<file path="config.mk">
export PLATFORM = sky130hd
export DESIGN_NAME = xif_initiator
export DESIGN_NICKNAME = d
export VERILOG_FILES = /design/src/rtl/xif_initiator.sv
export SDC_FILE = /design/constraint.sdc
export NUM_CORES = 1
export LEC_CHECK = 0
export ABC_AREA = 0
export BUFFER_PORTS_ARGS = -buffer_cell sky130_fd_sc_hd__buf_2
export CAP_MARGIN = 0
export CORE_UTILIZATION = 48
export DETAILED_ROUTE_END_ITERATION = 8
export GPL_TIMING_DRIVEN = 0
export PLACE_DENSITY = 0.8
export SKIP_CTS_REPAIR_TIMING = 1
export SLEW_MARGIN = 5
export SYNTH_ARGS = -nofsm -noshare
export SYNTH_HDL_FRONTEND = slang
export SYNTH_SLANG_ARGS = --single-unit
export TNS_END_PERCENT = 20
</file>
<file path="constraint.sdc">
create_clock -name clk_i -period 2.4 [get_ports clk_i]
set_input_delay 0.72 -clock clk_i [delete_from_list [all_inputs] [get_ports clk_i]]
set_output_delay 0.72 -clock clk_i [all_outputs]
set_load 0.005 [all_outputs]
</file>
<file path="src/rtl/xif_initiator.sv">
// Single-outstanding initiator for the split request/response CSR bus.
// One command is captured, run on the bus with a bounded ack/resp wait, and returned as one result.
module xif_initiator #(
  parameter int TIMEOUT  = 1024,
  parameter int TO_CNT_W = 16
) (
  input  logic        clk_i,
  input  logic        arst_n_i,
  input  logic        cmd_valid_i,
  output logic        cmd_ready_o,
  input  logic        cmd_we_i,
  input  logic [31:0] cmd_addr_i,
  input  logic [3:0]  cmd_be_i,
  input  logic [31:0] cmd_wdata_i,
  output logic        rsp_valid_o,
  input  logic        rsp_ready_i,
  output logic [31:0] rsp_rdata_o,
  output logic        rsp_err_o,
  output logic        rsp_we_o,
  output logic        bus_req_o,
  output logic        bus_we_o,
  output logic [31:0] bus_addr_bo,
  output logic [3:0]  bus_be_bo,
  output logic [31:0] bus_wdata_bo,
  input  logic        bus_ack_i,
  input  logic        bus_resp_i,
  input  logic [31:0] bus_rdata_bi
);

  typedef enum logic [1:0] {IDLE, REQ, WAIT_RESP, DONE} state_t;

  localparam logic [TO_CNT_W-1:0] CntLast = TO_CNT_W'(TIMEOUT - 1);

  state_t              state_q;
  logic [TO_CNT_W-1:0] cnt_q;
  logic [TO_CNT_W-1:0] cnt_d;
  logic                we_q;
  logic [31:0]         addr_q;
  logic [3:0]          be_q;
  logic [31:0]         wdata_q;
  logic [31:0]         rdata_q;
  logic                err_q;
  logic                cmd_ready_q;
  logic                rsp_valid_q;
  logic                bus_req_q;

  assign cnt_d = cnt_q + 1'b1;

  always_ff @(posedge clk_i or negedge arst_n_i) begin
    if (!arst_n_i) begin
      state_q     <= IDLE;
      cnt_q       <= '0;
      we_q        <= 1'b0;
      addr_q      <= '0;
      be_q        <= '0;
      wdata_q     <= '0;
      rdata_q     <= '0;
      err_q       <= 1'b0;
      cmd_ready_q <= 1'b1;
      rsp_valid_q <= 1'b0;
      bus_req_q   <= 1'b0;
    end else begin
      case (state_q)
        IDLE: begin
          if (cmd_valid_i) begin
            we_q        <= cmd_we_i;
            addr_q      <= cmd_addr_i;
            be_q        <= cmd_be_i;
            wdata_q     <= cmd_wdata_i;
            rdata_q     <= '0;
            err_q       <= 1'b0;
            cnt_q       <= '0;
            cmd_ready_q <= 1'b0;
            bus_req_q   <= 1'b1;
            state_q     <= REQ;
          end
        end
        REQ: begin
          // Ack is checked before the timeout so an ack in the last cycle still succeeds.
          if (bus_ack_i) begin
            bus_req_q <= 1'b0;
            cnt_q     <= '0;
            if (we_q) begin
              rsp_valid_q <= 1'b1;
              state_q     <= DONE;
            end else begin
              state_q <= WAIT_RESP;
            end
          end else if (cnt_q == CntLast) begin
            bus_req_q   <= 1'b0;
            err_q       <= 1'b1;
            rsp_valid_q <= 1'b1;
            state_q     <= DONE;
          end else begin
            cnt_q <= cnt_d;
          end
        end
        WAIT_RESP: begin
          if (bus_resp_i) begin
            rdata_q     <= bus_rdata_bi;
            rsp_valid_q <= 1'b1;
            state_q     <= DONE;
          end else if (cnt_q == CntLast) begin
            err_q       <= 1'b1;
            rsp_valid_q <= 1'b1;
            state_q     <= DONE;
          end else begin
            cnt_q <= cnt_d;
          end
        end
        DONE: begin
          if (rsp_ready_i) begin
            rsp_valid_q <= 1'b0;
            cmd_ready_q <= 1'b1;
            state_q     <= IDLE;
          end
        end
        default: state_q <= IDLE;
      endcase
    end
  end

  assign cmd_ready_o  = cmd_ready_q;
  assign rsp_valid_o  = rsp_valid_q;
  assign rsp_rdata_o  = rdata_q;
  assign rsp_err_o    = err_q;
  assign rsp_we_o     = we_q;
  assign bus_req_o    = bus_req_q;
  assign bus_we_o     = we_q;
  assign bus_addr_bo  = addr_q;
  assign bus_be_bo    = be_q;
  assign bus_wdata_bo = wdata_q;

endmodule

</file>
**After elaboration in Yosys (flattened, before gate mapping)**

Index checks and enable logic that the tools add are counted.

- Add/subtract/negate cells: 1
- Equality and inequality tests: 11
- Mux-type cells: 32
- Reduce and logical (&&, ||, !) cells: 14

Operators by type and width:

| cell | count |
|---|---|
| 2-to-1 mux 16 bit | 4 |
| 2-to-1 mux 32 bit | 2 |
| one-hot mux 32 bit (2 select lines) | 1 |
| one-hot mux 16 bit (3 select lines) | 1 |
| adder 16 x 1 -> 16 bit (second input constant) | 1 |
| == test 16 x 10 -> 1 bit (second input constant) | 1 |
| AND reduction 3 bit | 5 |
| 2-to-1 mux 1 bit | 14 |
| 2-to-1 mux 2 bit | 5 |
| != test 2 bit (second input constant) | 5 |
| one-hot mux 2 bit (4 select lines) | 1 |
| != test 3 bit (second input constant) | 2 |
| one-hot mux 1 bit (3 select lines) | 2 |
| nonzero test 2 bit | 3 |
| nonzero test 3 bit | 2 |
| == test 2 bit (second input constant) | 2 |
| one-hot mux 1 bit (2 select lines) | 2 |
| AND reduction 2 bit | 2 |
| AND reduction 4 bit | 1 |
| == test 2 x 1 -> 1 bit (second input constant) | 1 |
| logical NOT 2 bit | 1 |

- Bits in registers: 123
- Logic and storage cells: 69

**Logic depth before layout (Yosys ltp)**

- Depth in word-level cells: 4
- Mapped depth: 8
- Depth with buffers taken out: 6

**Worst setup path after synthesis**

No wires, ideal clock.

- Path type: input to register
- Start: in cmd_valid_i
- End: reg addr_q[28] (netlist: bus_addr_bo[28])
- Library setup time: 0.125 ns
- Arrival time: 1.915 ns
- Data required time: 2.275 ns
- Path slack: 0.360 ns
- Cell stages on the path: 4
- Path buffers: 2
- Cell sequence: nand2_1 > buf_1 > buf_1 > mux2_2

- Longest elaborated chain between the ends: 1

Ends and longest elaborated chain:

| what | line | source |
|---|---|---|
| from (decl) | 9 | `input logic cmd_valid_i,` |
| AND reduction 2 bit (no source line) | - |  |
| to (signal assigned) | 67 | `addr_q <= cmd_addr_i;` |
| to (decl) | 38 | `logic [31:0] addr_q;` |

Every way passes these cells.
A chain may end at the register's enable or synchronous reset.

**Worst setup path after layout**

- Start: reg state_q[0]
- End: reg cnt_q[14]

- Longest elaborated chain between the ends: 3

Ends and longest elaborated chain:

| what | line | source |
|---|---|---|
| from (decl) | 34 | `state_t state_q;` |
| from (signal assigned) | 51 | `state_q <= IDLE;` |
| from (signal assigned) | 75 | `state_q <= REQ;` |
| from (signal assigned) | 85 | `state_q <= DONE;` |
| == test 2 bit, or another cell as far along | 63 | `case (state_q)` |
| != test 2 bit (no source line) / nonzero test 3 bit (equally long branches) | - |  |
| AND reduction 3 bit (no source line) | - |  |
| to (signal assigned) | 95 | `cnt_q <= cnt_d;` |
| to (signal assigned) | 108 | `cnt_q <= cnt_d;` |
| to (decl) | 35 | `logic [TO_CNT_W-1:0] cnt_q;` |

Parallel ways exist; a longest one is shown, timed or not.

==> run summary <==
Worst path max stage delay = 0.53 ns
Kind of critical path = reg -> reg
Worst setup startpoint = state_q[0]
Total CTS buffers = 17
Grt ovf = 0
Layout Nets = 779
Share of cells above drive strength 1 = 0.4845
Leakage = 3.362 nW
Cells after synthesis = 435
Top-area cell type share of the netlist area = 0.5889
R2r endpoint = cnt_q[14]
Crit path depth = 7
Yosys reg bits = 123
Final worst slack = 0.1410 ns
Hold WC Path Type = in -> async
DRC = 0
Ranking of synthesized cells by area = dfrtp_1, mux2_2, nand2_1
Die H = 105.9 um
Dpl cell area = 0.006449 sq mm
Wire per inst = 15.84 um
Sequential area share after synthesis = 0.5940
Mapped Area = 0.005184 sq mm
H-tree depth = 4
FFs w/ async S/R, synth = 1.000
Detailed-placement wirelength estimate = 9.453 mm
IO buf count = 212
Final count of hold timing violations = 0
Multi-input gate area = 0.001979 sq mm
Worst setup path endpoint = cnt_q[14]
Setup Viol. Count Final = 0
Syn avg cell area = 11.92 sq um
Count of pins over their slew limit = 0
CP cell instances = inv_1 > ha_1 > nand2b_1 > nand2_1 > clkbuf_2 > or4_1 > a21oi_1
Final wirelength = 12.91 mm
Worst Path Buf+Inv = 2
RePlAce Congestion = 0.8191
Drt via density = 5.301
Max cap viols = 0
Vias = 4320
Power Density = 1265 mW/mm^2
Clock root buffer master = clkbuf_8
Commonest register cell after synthesis = dfrtp_1
Skew final = 0.009272 ns
WP data required = 2.83 ns
Mapped Nets = 548
Yosys warnings = 0
Final worst path period share = 0.9413
Post-DRT Antenna Nets = 0
Cell row count = 37
Worst VDD drop = 0.0005928 V
Initial antenna violation count = 0
Tmin final = 2.259 ns
Clk sink count = 123
Worst-Skew Late Latency = 0.51 ns
CP delay by family, top = simple AND/OR/NAND/NOR gates
Global-route wire length before repair = 20.74 mm
Die Footprint = 0.01122 sq mm
Core Area = 0.01042 sq mm
Register area = 0.003079 sq mm
Initial core utilization = 0.4977
Largest area contributor in the netlist = dfrtp_1
All-Layer GR Usage = 0.2389
Clock transition at path regs = 0.06 ns
Die width = 105.9 um
Final instance area = 0.007012 sq mm
Worst setup SP type = register
Crit-path max FO = 10
Critical Path Sink Type = register
Area grow syn2layout = 35.26%
Drt initial violations = 259
R2R setup slack = 0.14 ns
Distinct cells, synth = 45
DRT Pass-1 Iters = 5
Rel. slew slack = 0.5128
Final hold slack = 0.1010 ns
Fillers = 769
F_max = 0.4427 GHz
Max Root-Sink Buffers = 2
Vias in the first global route = 4235
Critical path's slowest cell = or4_1
RSZ-0062 raised after global routing = no
Status = finished clean
FF-to-FF path depth = 7
Most frequent cell after synthesis = dfrtp_1
EDFF count, synth = 0
Pin count of the biggest net entering global routing = 87
Commonest cells post-synth = dfrtp_1, nand2_1, mux2_2
ANT cells = 0
Setup WS pre-CTS = -0.1688 ns
CTS tree = done
Worst Tran Pin Value = 0.7252 ns
Top Ports = 213
Reg2Reg Launch Point = state_q[0]
CP arrival = 2.69 ns
registers in the layout, summed over array words and instances, names as in the netlist:
signal and count:
cmd_ready_o 1, rsp_err_o 1, rsp_rdata_o 32, rsp_valid_o 1
bus_addr_bo 32, bus_we_o 1, state_q 2, cnt_q 16
bus_req_o 1, bus_be_bo 4, bus_wdata_bo 32
kinds of logic after synthesis:
family / after synthesis / share of synthesized area
flip-flops: 123 / 0.5940
AND/OR/NAND/NOR: 120 / 0.1171
AO/OA/AOI/OAI: 84 / 0.09510
multiplexers: 71 / 0.1540
buffers and inverters: 31 / 0.02534
adder cells (fa/ha/maj): 6 / 0.01448
worst min-delay path by stage:
stage	start	to
floorplan	arst_n_i	bus_addr_bo[0]
global placement	rsp_rdata_o[27]	rsp_rdata_o[27]
detailed placement	rsp_rdata_o[29]	rsp_rdata_o[29]
CTS	arst_n_i	bus_wdata_bo[18]
global route	arst_n_i	bus_wdata_bo[21]
finish	arst_n_i	bus_wdata_bo[21]
final cells by class:
class,instances,share of cell area
plain buffers,22,0.01445
clock buffers,18,0.05960
clock inverters,14,0.01981
inverters,8,0.004283
multi-input cells,281,0.2823
flip-flops and latches,123,0.4392
well taps,136,0.02427
repair buffers,213,0.1561
metrics by stage:
step                      utilization  total power, mW  cells  TNS [ns]
after floorplan                     -            5.052    435         0
after global placement         0.6159            6.343    783   -104.59
after detailed placement       0.6191            6.513    784    -3.061
after CTS                      0.6726            8.931    816    -2.619
after global routing           0.6732            9.425    815         0
final                          0.6732            8.867    815         0
cells in the final DEF, fill, tap and decap left out, types with 4 or more instances in the layout:
| master | instances |
|---|---|
| a21oi_1 | 17 |
| a31oi_1 | 5 |
| buf_1 | 5 |
| buf_2 | 214 |
| clkbuf_1 | 10 |
| clkbuf_16 | 16 |
| clkinv_4 | 4 |
| dfrtp_1 | 122 |
| ha_1 | 6 |
| inv_1 | 8 |
| inv_6 | 4 |
| mux2_2 | 70 |
| nand2_1 | 73 |
| nand3_1 | 5 |
| nand4_1 | 5 |
| o21ai_0 | 38 |
| o31ai_1 | 10 |
| or4_1 | 11 |
routing by layer:
| metal | global-route usage | vias to the layer above | part of all wire |
|---|---|---|---|
| met3 | 0.06193 | 21 | 0.071 |
| met1 | 0.2935 | 2076 | 0.41 |
| met5 | 0 | - | 0 |
| met4 | 0.1002 | 0 | 0.018 |
| met2 | 0.4006 | 193 | 0.51 |
| li1 | - | 2030 | - |
power by group:
part	switching (mW)	internal (mW)	total, mW
logic	1.56	1.52	3.08
registers	0.467	2.94	3.40
clock network	0.985	1.39	2.38
total	3.02	5.85	8.87
(Power assumes the default switching activity.)
